### src/rtl/gemm_psum_accumulator.sv
// gemm_psum_accumulator
// Sums k_tiles partial dot products per output element, narrows each finished
// sum to 2*WIDTH bits and queues it in a small output FIFO. A job produces
// num_out elements, drains the FIFO and then pulses done.
// Build option: define GEMM_PSUM_ACC_SAT_EN to saturate on narrowing;
// the default build wraps (keeps the low 2*WIDTH bits).
module gemm_psum_accumulator #(
    parameter int WIDTH      = 16,
    parameter int ACC_W      = 40,
    parameter int FIFO_DEPTH = 4
) (
    input  logic                      clk,
    input  logic                      rst,
    input  logic                      start,
    input  logic [7:0]                cfg_k_tiles,
    input  logic [15:0]               cfg_num_out,
    input  logic                      psum_valid,
    input  logic signed [2*WIDTH-1:0] psum,
    output logic                      psum_ready,
    output logic                      out_valid,
    output logic signed [2*WIDTH-1:0] out_data,
    input  logic                      out_ready,
    output logic                      busy,
    output logic                      done
);

    localparam int PW = 2 * WIDTH;
    localparam int AW = (FIFO_DEPTH > 1) ? $clog2(FIFO_DEPTH) : 1;
    localparam int CW = AW + 1;
    localparam logic [CW-1:0] FIFO_FULL_CNT = CW'(FIFO_DEPTH);

    typedef enum logic [1:0] {
        S_IDLE  = 2'd0,
        S_ACCUM = 2'd1,
        S_DRAIN = 2'd2
    } state_t;

    state_t           r_state;
    state_t           w_state_nxt;

    // Job configuration captured at start
    logic [7:0]       r_k_tiles;
    logic [15:0]      r_num_out;

    // Accumulation datapath
    logic [ACC_W-1:0] r_acc;
    logic [7:0]       r_k_cnt;
    logic [15:0]      r_out_cnt;
    logic [ACC_W-1:0] w_sum;
    logic [PW-1:0]    w_push_data;
    logic [15:0]      w_out_cnt_inc;
    logic             w_accept;
    logic             w_last;
    logic             w_push;
    logic             w_pop;
    logic             w_job_start;

    // Output FIFO
    logic [PW-1:0]    r_mem [FIFO_DEPTH];
    logic [AW-1:0]    r_wr_ptr;
    logic [AW-1:0]    r_rd_ptr;
    logic [CW-1:0]    r_count;
    logic             w_fifo_full;
    logic             w_fifo_empty;

    assign w_fifo_full   = (r_count == FIFO_FULL_CNT);
    assign w_fifo_empty  = (r_count == '0);

    // Ready depends only on registered state, so a pop in the same cycle
    // cannot open a slot for the psum being offered.
    assign psum_ready    = (r_state == S_ACCUM) && !w_fifo_full;
    assign w_accept      = psum_valid && psum_ready;
    assign w_last        = (r_k_cnt == (r_k_tiles - 8'd1));
    assign w_push        = w_accept && w_last;
    assign w_pop         = out_valid && out_ready;
    assign w_job_start   = (r_state == S_IDLE) && start;
    assign w_out_cnt_inc = r_out_cnt + 16'd1;

    assign w_sum = r_acc + {{(ACC_W-PW){psum[PW-1]}}, psum};

`ifdef GEMM_PSUM_ACC_SAT_EN
    localparam logic [PW-1:0] SAT_MAX = {1'b0, {(PW-1){1'b1}}};
    localparam logic [PW-1:0] SAT_MIN = {1'b1, {(PW-1){1'b0}}};

    // Clamp to the narrow range when the bits above the narrow sign bit
    // disagree with the wide sign bit.
    // NOTE: every always_comb output gets a default first so no path leaves it
    // unassigned, which would otherwise infer a latch.
    always_comb begin
        w_push_data = w_sum[PW-1:0];
        if (!w_sum[ACC_W-1] && (|w_sum[ACC_W-2:PW-1])) begin
            w_push_data = SAT_MAX;
        end else if (w_sum[ACC_W-1] && !(&w_sum[ACC_W-2:PW-1])) begin
            w_push_data = SAT_MIN;
        end
    end
`else
    // Two's-complement wrap: keep the low psum-width bits.
    assign w_push_data = w_sum[PW-1:0];
`endif

    assign out_valid = !w_fifo_empty;
    assign out_data  = w_fifo_empty ? '0 : r_mem[r_rd_ptr];
    assign busy      = (r_state != S_IDLE);

    // State register.
    // NOTE: sequential state uses non-blocking assignments so every register
    // samples pre-edge values regardless of statement order.
    always_ff @(posedge clk or negedge rst) begin
        if (!rst) begin
            r_state <= S_IDLE;
        end else begin
            r_state <= w_state_nxt;
        end
    end

    // Next-state logic and the done pulse.
    always_comb begin
        w_state_nxt = r_state;
        done        = 1'b0;
        case (r_state)
            S_IDLE: begin
                if (start) begin
                    w_state_nxt = (cfg_num_out == 16'd0) ? S_DRAIN : S_ACCUM;
                end
            end
            S_ACCUM: begin
                if (w_push && (w_out_cnt_inc == r_num_out)) begin
                    w_state_nxt = S_DRAIN;
                end
            end
            S_DRAIN: begin
                if (w_fifo_empty) begin
                    done        = 1'b1;
                    w_state_nxt = S_IDLE;
                end
            end
            default: w_state_nxt = S_IDLE;
        endcase
    end

    // Configuration capture, accumulator and element counters.
    always_ff @(posedge clk or negedge rst) begin
        if (!rst) begin
            r_k_tiles <= 8'd1;
            r_num_out <= 16'd0;
            r_acc     <= '0;
            r_k_cnt   <= 8'd0;
            r_out_cnt <= 16'd0;
        end else if (w_job_start) begin
            r_k_tiles <= (cfg_k_tiles == 8'd0) ? 8'd1 : cfg_k_tiles;
            r_num_out <= cfg_num_out;
            r_acc     <= '0;
            r_k_cnt   <= 8'd0;
            r_out_cnt <= 16'd0;
        end else if (w_accept) begin
            if (w_last) begin
                r_acc     <= '0;
                r_k_cnt   <= 8'd0;
                r_out_cnt <= w_out_cnt_inc;
            end else begin
                r_acc     <= w_sum;
                r_k_cnt   <= r_k_cnt + 8'd1;
            end
        end
    end

    // FIFO pointers and occupancy; pointers wrap naturally at a power of two.
    always_ff @(posedge clk or negedge rst) begin
        if (!rst) begin
            r_wr_ptr <= '0;
            r_rd_ptr <= '0;
            r_count  <= '0;
        end else begin
            if (w_push) begin
                r_wr_ptr <= r_wr_ptr + 1'b1;
            end
            if (w_pop) begin
                r_rd_ptr <= r_rd_ptr + 1'b1;
            end
            case ({w_push, w_pop})
                2'b10:   r_count <= r_count + 1'b1;
                2'b01:   r_count <= r_count - 1'b1;
                default: r_count <= r_count;
            endcase
        end
    end

    // FIFO storage write.
    // NOTE: the storage array is deliberately not reset; the cleared count
    // marks it empty and out_data is forced to 0 while empty.
    always_ff @(posedge clk) begin
        if (w_push) begin
            r_mem[r_wr_ptr] <= w_push_data;
        end
    end

endmodule

### config.mk
export PLATFORM = sky130hd
export DESIGN_NAME = gemm_psum_accumulator
export DESIGN_NICKNAME = d
export VERILOG_FILES = /design/src/rtl/gemm_psum_accumulator.sv
export SDC_FILE = /design/constraint.sdc
export NUM_CORES = 1
export LEC_CHECK = 0
export ABC_AREA = 1
export CAP_MARGIN = 20
export CELL_PAD_IN_SITES_DETAIL_PLACEMENT = 1
export CELL_PAD_IN_SITES_GLOBAL_PLACEMENT = 1
export CORE_UTILIZATION = 46
export CTS_BUF_LIST = sky130_fd_sc_hd__clkbuf_4 sky130_fd_sc_hd__clkbuf_8
export DETAILED_ROUTE_END_ITERATION = 8
export DONT_BUFFER_PORTS = 1
export PLACE_DENSITY = 0.86
export SLEW_MARGIN = 20
export SYNTH_ARGS = -nofsm -noshare
export SYNTH_HDL_FRONTEND = slang
export SYNTH_SLANG_ARGS = --single-unit
### constraint.sdc
create_clock -name clk -period 3.5 [get_ports clk]
set_input_delay 0.7 -clock clk [delete_from_list [all_inputs] [get_ports clk]]
set_output_delay 0.7 -clock clk [all_outputs]
set_load 0.01 [all_outputs]
==> flow_summary.json <==
{
  "area_delta_synth_final_pct": 10.1,
  "rrSetupSlack_ns": 0.36,
  "ir_worst_vdd_v": 0.000549,
  "tritoncts": "built",
  "cap_violations": 0,
  "yosysUniqueCellTypes": 58,
  "fin_ws_ns": 0.360,
  "layout_min_cycle_time_ns": 3.14,
  "clkTransAtPathRegs_ns": 0.06,
  "ios": 97,
  "relSlewSlack": 0.586,
  "synth_top_area_share": 0.331,
  "insertion_delay_ns": 0.55,
  "syn_inst": 1290,
  "cts_buffer_depth": 3,
  "routabilityCongestion": 0.915,
  "final_cell_mix": "nand2_1, nor2_1, edfxtp_1",
  "synth_seq_cells": 217,
  "synth_top_cell_by_area": "edfxtp_1",
  "drtIter0Drc": 543,
  "timing.fmax_ghz": 0.318,
  "die_area_um2": 25900,
  "drcViolationCount": 0,
  "r2r_cells": 15,
  "cts-htree-levels": 2,
  "place_inst": 1585,
  "numCtsBuffers": 37,
  "p_leak_nw": 5.27,
  "synth_warnings": 0,
  "dr.pass1.iters": 5,
  "root_buffer": "clkbuf_8",
  "initial_core_util": 0.474,
  "portBuffers": 0,
  "crit_fanout": 17,
  "nets": 1403,
  "rows": 57,
  "antenna_found_initial": 0,
  "syn-mean-instance-area_um2": 9.01,
  "hold_class": "in -> async",
  "via_per_inst": 5.61,
  "ant_nets": 0,
  "setup_viol": 0,
  "required_ns": 3.94,
  "grt_start_max_net_pins": 90,
  "cp.arrival_ns": 3.58,
  "status": "complete, no violations",
  "grt_setup_unrepaired": "false",
  "die_w_um": 161,
  "grt_usage": 0.261,
  "fp.dieH_um": 161,
  "holdWs_ns": 0.0738,
  "power.density_nw_per_um2": 822,
  "insertedDiodeCount": 0,
  "final_hold_viol_count": 0,
  "nFillCells": 2869,
  "syn_area_um2": 11600,
  "yosysSeqAreaShare": 0.523,
  "drive_gt1_frac": 0.0940,
  "crit_type": "reg -> reg",
  "grt_first_pass_wirelength_um": 52800,
  "gr-total-overflow": 0,
  "clock-sinks": 217,
  "drt-total-wl_um": 33100,
  "wire_per_inst_um": 20.0,
  "fin_crit_sh": 0.897,
  "cts_resized": 0,
  "finClkSkew_ns": 0.0243,
  "hpwlAfterDp_um": 23000,
  "synth_top_cells_by_area": "edfxtp_1, dfrtp_1, nand2_1",
  "cp-end-kind": "register",
  "num_vias": 9273,
  "finalMaxSlewViolations": 0,
  "post-place-ws_ns": 0.461,
  "r2r_start": "r_k_tiles[0]",
  "layout_commonest_cell": "nand2_1",
  "rr_endpoint": "r_count[1]",
  "worst_pin_slew_ns": 0.616,
  "grt_pass1_vias": 9996,
  "layoutNonFillerInstCount": 1654,
  "synth_fp_nets": 1392,
  "core-area_um2": 24500,
  "cp-start-kind": "register"
}
[state kept, by name, indices dropped and copies added (netlist names)]
| signal | flops |
|---|---|
| r_wr_ptr | 2 |
| r_mem | 128 |
| r_k_cnt | 8 |
| r_state | 2 |
| r_acc | 32 |
| r_k_tiles | 8 |
| r_count | 3 |
| r_out_cnt | 16 |
| r_rd_ptr | 2 |
| r_num_out | 16 |
[critical path, cell delays in order (launching register included)]
cell	delay, ns
dfstp_2	0.55
inv_1	0.10
ha_1	0.25
or2_1	0.25
nand2_1	0.07
nand2_1	0.04
nand2_1	0.05
nand3_1	0.12
nor2_4	0.15
nand2_4	0.08
nor2_8	0.22
inv_6	0.15
ha_1	0.24
inv_1	0.10
fa_1	0.43
o21ai_0	0.22
[layer usage]
| layer | vias up | wire length (µm) | track usage | part of all wire |
|---|---|---|---|---|
| met3 | 84 | 1630 | 0.0465 | 0.049 |
| met5 | - | 0 | 0 | 0 |
| li1 | 4380 | - | - | - |
| met1 | 4549 | 13600 | 0.311 | 0.41 |
| met2 | 260 | 16800 | 0.471 | 0.51 |
| met4 | 0 | 1090 | 0.0918 | 0.033 |
[worst max-delay path by stage]
stage | startpoint | endpoint | slack, ns | depth (start not counted)
3_3_place_gp | r_k_tiles[0] | r_count[2] | 0.60 | 14
4_1_cts | r_k_tiles[0] | r_count[1] | 0.36 | 15
2_1_floorplan | r_k_tiles[0] | r_mem[0][0] | -0.12 | 13
6_report | r_k_tiles[0] | r_count[1] | 0.36 | 15
3_5_place_dp | r_k_tiles[0] | r_count[1] | 0.46 | 15
5_1_grt | r_k_tiles[0] | r_count[1] | 0.17 | 15
[cell usage after synthesis (all sizes together)]
library cell / number
a211oi: 2
a21boi: 1
a21o: 4
a21oi: 81
a22o: 13
a22oi: 1
a31oi: 4
and2: 2
and3: 1
buf: 17
clkbuf: 24
dfrtp: 88
dfstp: 1
edfxtp: 128
fa: 2
ha: 39
inv: 116
mux2: 3
nand2: 253
nand3: 59
nand3b: 3
nand4: 19
nor2: 208
nor3: 14
nor3b: 1
nor4: 5
o2111ai: 1
o211ai: 3
o21a: 1
o21ai: 138
o21bai: 3
o22ai: 9
or2: 3
xnor2: 19
xnor3: 1
xor2: 23
[where the power goes]
group / internal [mW] / switching, mW
clock network: 1.29 / 1.06
registers: 3.41 / 0.309
logic: 1.32 / 3.12
total: 6.02 / 4.49
[kinds of logic after synthesis]
group / count (synthesis) / share of synthesized area
simple gates: 568 / 0.212
xor+xnor: 43 / 0.0336
flops: 217 / 0.523
compound gates: 261 / 0.127
mux: 3 / 0.00291
fa+ha+maj: 41 / 0.0454
buf+inv: 157 / 0.0563
[layout make-up]
cell class | instances | area [µm²] | area share
clock inverters | 20 | 150 | 0.0117
repair buffers | 13 | 180 | 0.0141
multi-input cells | 916 | 4930 | 0.386
inverters | 116 | 443 | 0.0346
clock buffers | 48 | 604 | 0.0473
flip-flops and latches | 217 | 6070 | 0.475
well taps | 324 | 405 | 0.0317
[through the flow]
step                utilization  TNS [ns]  cell area [µm²]  power, mW
floorplan                     -    -14.79            11600       6.84
global placement          0.489         0            12000       7.82
detailed placement        0.489         0            12000       8.10
CTS                       0.521         0            12800       10.6
global route              0.521         0            12800       11.2
finish                    0.521         0            12800       10.5
[repair_timing]
| action | CTS | global route |
|---|---|---|
| setup buffers | 0 | 0 |
| hold buffers | 1 | 0 |
| hold endpoints to repair | 89 | 0 |
Power figures use the tool's default switching activity.
